$ cat config.mk
export PLATFORM = sky130hd
export DESIGN_NAME = path_probe_ctrl
export DESIGN_NICKNAME = d
export VERILOG_FILES = /design/src/rtl/path_probe_pkg.sv /design/src/rtl/path_probe_ctrl_sync2.sv /design/src/rtl/path_probe_ctrl.sv
export SDC_FILE = /design/constraint.sdc
export NUM_CORES = 1
export LEC_CHECK = 0
export ABC_CLOCK_PERIOD_IN_PS = 2800
export CORE_UTILIZATION = 35
export DETAILED_ROUTE_END_ITERATION = 10
export PLACE_DENSITY = 0.67
export SETUP_SLACK_MARGIN = 0.15
export SLEW_MARGIN = 40
export SYNTH_ARGS = -nofsm -noshare
export SYNTH_HDL_FRONTEND = slang
export SYNTH_SLANG_ARGS = --single-unit
export TNS_END_PERCENT = 20
$ cat constraint.sdc
create_clock -name clk -period 2.8 [get_ports clk]
set_clock_uncertainty 0.15 [all_clocks]
set_input_delay 0.56 -clock clk [delete_from_list [all_inputs] [get_ports clk]]
set_output_delay 0.56 -clock clk [all_outputs]
set_load 0.005 [all_outputs]
$ cat src/rtl/path_probe_pkg.sv
// rtl/path_probe_pkg.sv - shared state and path-select definitions for path_probe_ctrl
package path_probe_pkg;

  typedef enum logic [1:0] {
    IDLE    = 2'd0,
    SETUP   = 2'd1,
    MEASURE = 2'd2,
    REPORT  = 2'd3
  } state_t;

  localparam logic [2:0] SEL_A   = 3'd0;
  localparam logic [2:0] SEL_B   = 3'd1;
  localparam logic [2:0] SEL_C   = 3'd2;
  localparam logic [2:0] SEL_D   = 3'd3;
  localparam logic [2:0] SEL_SRC = 3'd4;
  localparam logic [2:0] SEL_MAX = 3'd4;

  // a..d pattern held before launch: every input high except the one under test
  function automatic logic [3:0] setup_drive(input logic [2:0] s);
    logic [3:0] m;
    m = 4'h0;
    if (s < SEL_SRC) m = ~(4'b0001 << s[1:0]);
    return m;
  endfunction

endpackage

$ cat src/rtl/path_probe_ctrl_sync2.sv
// rtl/path_probe_ctrl_sync2.sv - two-flop single-bit synchronizer for sensed cell outputs
module sync2 (
  input  logic clk,
  input  logic rst,
  input  logic d,
  output logic q
);

  logic meta;

  always_ff @(posedge clk) begin
    if (rst) begin
      meta <= 1'b0;
      q    <= 1'b0;
    end else begin
      meta <= d;
      q    <= meta;
    end
  end

endmodule

$ cat src/rtl/path_probe_ctrl.sv
// rtl/path_probe_ctrl.sv - launch/sense path-delay sequencer for the AND-tree cell
// Optional PATH_PROBE_SYNC_EN: synchronize out_i/dest_i and remove the 2-cycle sync latency from delay.
module path_probe_ctrl
  import path_probe_pkg::*;
#(
  parameter int CNT_W   = 8,
  parameter int TIMEOUT = 255,
  parameter int SETTLE  = 4
) (
  input  logic             clk,
  input  logic             rst,
  input  logic             start,
  input  logic [2:0]       sel,
  output logic             a_o,
  output logic             b_o,
  output logic             c_o,
  output logic             d_o,
  output logic [3:0]       src_o,
  input  logic             out_i,
  input  logic             dest_i,
  output logic             busy,
  output logic             done,
  output logic [CNT_W-1:0] delay,
  output logic             timeout,
  output logic             err
);

  localparam int SC_W = (SETTLE < 2) ? 1 : $clog2(SETTLE);

  state_t           state;
  logic [2:0]       sel_r;
  logic [CNT_W-1:0] cnt;
  logic [SC_W-1:0]  sc;
  logic             out_s;
  logic             dest_s;
  logic             sense;
  logic             sel_ok;
  logic [CNT_W-1:0] rep;
  logic [3:0]       abcd;

`ifdef PATH_PROBE_SYNC_EN
  sync2 u_sync_out  (.clk(clk), .rst(rst), .d(out_i),  .q(out_s));
  sync2 u_sync_dest (.clk(clk), .rst(rst), .d(dest_i), .q(dest_s));
  assign rep = (cnt >= CNT_W'(2)) ? cnt - CNT_W'(2) : '0;
`else
  assign out_s  = out_i;
  assign dest_s = dest_i;
  assign rep    = cnt;
`endif

  assign sel_ok = (sel_r <= SEL_MAX);
  assign sense  = (sel_r == SEL_SRC) ? dest_s : out_s;

  // An invalid sel still spends one busy cycle in SETUP (with no drives) so done
  // lands two cycles after start, then reports err.
  always_ff @(posedge clk) begin
    if (rst) begin
      state   <= IDLE;
      sel_r   <= '0;
      cnt     <= '0;
      sc      <= '0;
      delay   <= '0;
      timeout <= 1'b0;
      err     <= 1'b0;
    end else begin
      case (state)
        IDLE: begin
          if (start) begin
            sel_r   <= sel;
            sc      <= '0;
            timeout <= 1'b0;
            err     <= 1'b0;
            state   <= SETUP;
          end
        end
        SETUP: begin
          if (!sel_ok) begin
            delay <= '0;
            err   <= 1'b1;
            state <= REPORT;
          end else if (sc == SC_W'(SETTLE - 1)) begin
            if (sense) begin
              delay <= '0;
              err   <= 1'b1;
              state <= REPORT;
            end else begin
              cnt   <= '0;
              state <= MEASURE;
            end
          end else begin
            sc <= sc + 1'b1;
          end
        end
        MEASURE: begin
          if (sense) begin
            delay <= rep;
            state <= REPORT;
          end else if (cnt == CNT_W'(TIMEOUT)) begin
            delay   <= CNT_W'(TIMEOUT);
            timeout <= 1'b1;
            state   <= REPORT;
          end else begin
            cnt <= cnt + 1'b1;
          end
        end
        default: state <= IDLE;
      endcase
    end
  end

  always_comb begin
    abcd  = 4'h0;
    src_o = 4'h0;
    case (state)
      SETUP:   if (sel_ok) abcd = setup_drive(sel_r);
      MEASURE: begin
        if (sel_r == SEL_SRC) src_o = 4'hF;
        else                  abcd  = 4'hF;
      end
      default: abcd = 4'h0;
    endcase
  end

  assign {d_o, c_o, b_o, a_o} = abcd;
  assign busy = (state != IDLE);
  assign done = (state == REPORT);

endmodule

==> run metrics <==
Clock transition at path regs=0.10 ns; Area growth syn-to-layout=20.1%; min cycle time layout=2.55 ns; clk_lat worst skew=0.28 ns; Adder-Cell Fraction of Synth Area=4.59%; Yosys reg bits=25; CP Capture Type=primary output; Die W=70.3 µm; outcome=finished clean; CP arrival=1.84 ns; Ys Warns=0; Power Density=638 mW/mm²; Post-synth top flop=dfxtp_1; total die area=0.00495 mm²; Setup TNS=0 ns; clock root buffer=clkbuf_8; sequential power share=34.5%; maximum net fanout on the critical path=4; Hold Crit Class=reg2reg; number of global-route vias before repair=1372; total gr overflow=0; Final Hold Fails=0; setup violators final=0; Max Slew Vio Count=0; syn_nets=208; Sw Ratio=38.6%; cell count after synthesis=194; TritonCTS clock tree=built; Pwr Total=1.25 mW; drt wl/cell=13.4 µm; DRT Pass-1 Iters=4; post-route clock period utilization=91.2%; HPWL after DPL=2720 µm; synth unique cells=48; DRT iter0 DRCs=110; Worst slew margin=51.1%; VDD IR max=0.225 mV; Post-synth EDFFs=0; Vias=1518; critical path class=reg2out; CTS Buf Count=3; H-tree levels=1; Post-Route WL=3640 µm; fmax=392 MHz; Net Switching=0.483 mW; FFs w/ async S/R, synth=0%; RSZ-0062 raised after global routing=true; total track usage=15.7%; internal power=0.768 mW; n_diodes=0; largest family of logic cells by synthesized area=compound AO/OA/AOI/OAI gates; Post-CTS Setup Inserts=0; Post-Syn Area=0.00163 mm²; Compound-Gate Fraction of Synth Area=28.3%; post-route cell area=0.00196 mm²; Post-route DRC=0; Seq/Total Area, Yosys=30.6%; Gate power share=47.3%; Core Area=0.00441 mm²; Non-Filler Instances=272; initial antenna violation count=0; synthesized area per cell=8.42 µm²; Clock Sinks=25; Worst Tran Pin Value=0.733 ns; global-route wire length before repair=6460 µm; Max Cap Viol=0; IO Pins=28; Via density=5.58; CP required=2.09 ns; simple-gate share of the synthesized area=23.6%; port bufs=27; clk buf depth=2; share of cells above drive strength 1=12.3%; placed insts=268; Leakage=0.680 nW; post-CTS resize count=0; Final Util=44.4%; Worst setup SP type=register; fin nets=235; Post-Place Cell Area=0.00191 mm²; Antenna Nets Post-Route=0; Initial Util=37.0%; # hold bufs at CTS=0; placer congestion estimate=0.841; pin count of the biggest net entering global routing=17; Post-Synth XOR/XNOR Area=0%; die height=70.3 µm; multiplexer share of the synthesized area=2.83%; clock share of power=18.2%; Row Count=24
power groups by stage:
| stage | sequential (mW) | clock (mW) | combinational, mW |
|---|---|---|---|
| 3_3_place_gp | 0.439 | 0 | 0.587 |
| 2_1_floorplan | 0.418 | 0 | 0.426 |
| 4_1_cts | 0.430 | 0.235 | 0.592 |
| 3_5_place_dp | 0.439 | 0 | 0.590 |
| 6_report | 0.432 | 0.228 | 0.592 |
| 5_1_grt | 0.439 | 0.243 | 0.662 |
flip-flops by register name, summed over array words and instances (netlist names):
register  flops
err           1
sel_r         3
state         2
timeout       1
delay         8
cnt           8
sc            2
synthesized netlist by cell type, types with 2 or more instances:
cell / instances / area, µm²
a211oi_1: 4 / 30.0
a21boi_0: 4 / 30.0
a21oi_1: 10 / 50.1
a31o_2: 3 / 26.3
a31oi_1: 6 / 37.5
a41oi_1: 3 / 26.3
and2_1: 2 / 12.5
and3_1: 4 / 25.0
and4_1: 2 / 17.5
buf_4: 4 / 30.0
buf_6: 2 / 22.5
clkbuf_1: 2 / 7.51
clkbuf_8: 4 / 55.1
dfxtp_1: 25 / 500
ha_1: 6 / 75.1
inv_1: 12 / 45.0
mux2i_1: 2 / 20.0
nand2_1: 15 / 56.3
nand2b_1: 5 / 31.3
nand3_1: 11 / 55.1
nor2_1: 16 / 60.1
nor2b_1: 3 / 18.8
nor3_1: 2 / 10.0
o211ai_1: 5 / 37.5
o21ai_0: 9 / 45.0
o311ai_0: 2 / 17.5
o32ai_1: 8 / 70.1
or4_1: 3 / 22.5
kinds of logic after synthesis:
family / Yosys count
fa+ha+maj: 6
simple gates: 71
flops: 25
compound gates: 63
buf+inv: 25
mux: 4
stage by stage:
stage | setup slack (ns) | hold WS [ns]
2_1_floorplan | 0.591 | 0.314
3_3_place_gp | 0.139 | 0.315
3_5_place_dp | 0.0951 | 0.318
4_1_cts | 0.201 | 0.333
5_1_grt | 0.0989 | 0.359
6_report | 0.247 | 0.330
cell usage in the layout (no fill, tap or decap), types with 6 or more instances in the layout:
cell             instances
a21oi_1                 10
a31oi_1                  6
buf_4                    8
clkdlybuf4s50_1         27
dfxtp_1                 24
ha_1                     6
inv_1                   12
nand2_1                 15
nand3_1                 11
nor2_1                  16
o21ai_0                  8
o32ai_1                  8
path summary, 6_finish.rpt:
kind                           end  slack, ns             startpoint  cells past startpoint
min          delay[1]$_SDFFE_PP0P_       0.33  delay[1]$_SDFFE_PP0P_                      2
min reg2reg  delay[1]$_SDFFE_PP0P_       0.33  delay[1]$_SDFFE_PP0P_                      2
max                            a_o       0.25  state[1]$_SDFFE_PP0P_                      6
max reg2reg  state[0]$_SDFFE_PP0P_       0.43    cnt[0]$_SDFFE_PP0P_                      5
worst max-delay path, stage by stage, from the launching register on:
cell,delay (ns)
dfxtp_1,0.35
inv_1,0.08
ha_1,0.20
nor2b_2,0.18
o22ai_1,0.07
a21boi_0,0.17
clkdlybuf4s50_1,0.52
cell type report:
| cell class | count | area (µm²) |
|---|---|---|
| repair buffers | 35 | 330 |
| flip-flops and latches | 25 | 502 |
| inverters | 12 | 45.0 |
| clock buffers | 3 | 41.3 |
| clock inverters | 1 | 7.51 |
| fillers | 459 | 2450 |
| multi-input cells | 144 | 971 |
| well taps | 52 | 65.1 |
routing by layer:
metal / routed length [µm] / part of all wire [%] / vias up / track usage (%)
li1: - / - / 778 / -
met3: 101 / 2.8 / 5 / 1.73
met2: 1640 / 45 / 29 / 24.6
met5: 0 / 0 / - / 0
met4: 38 / 1.0 / 0 / 4.67
met1: 1860 / 51 / 706 / 22.6
Power figures use the tool's default switching activity.
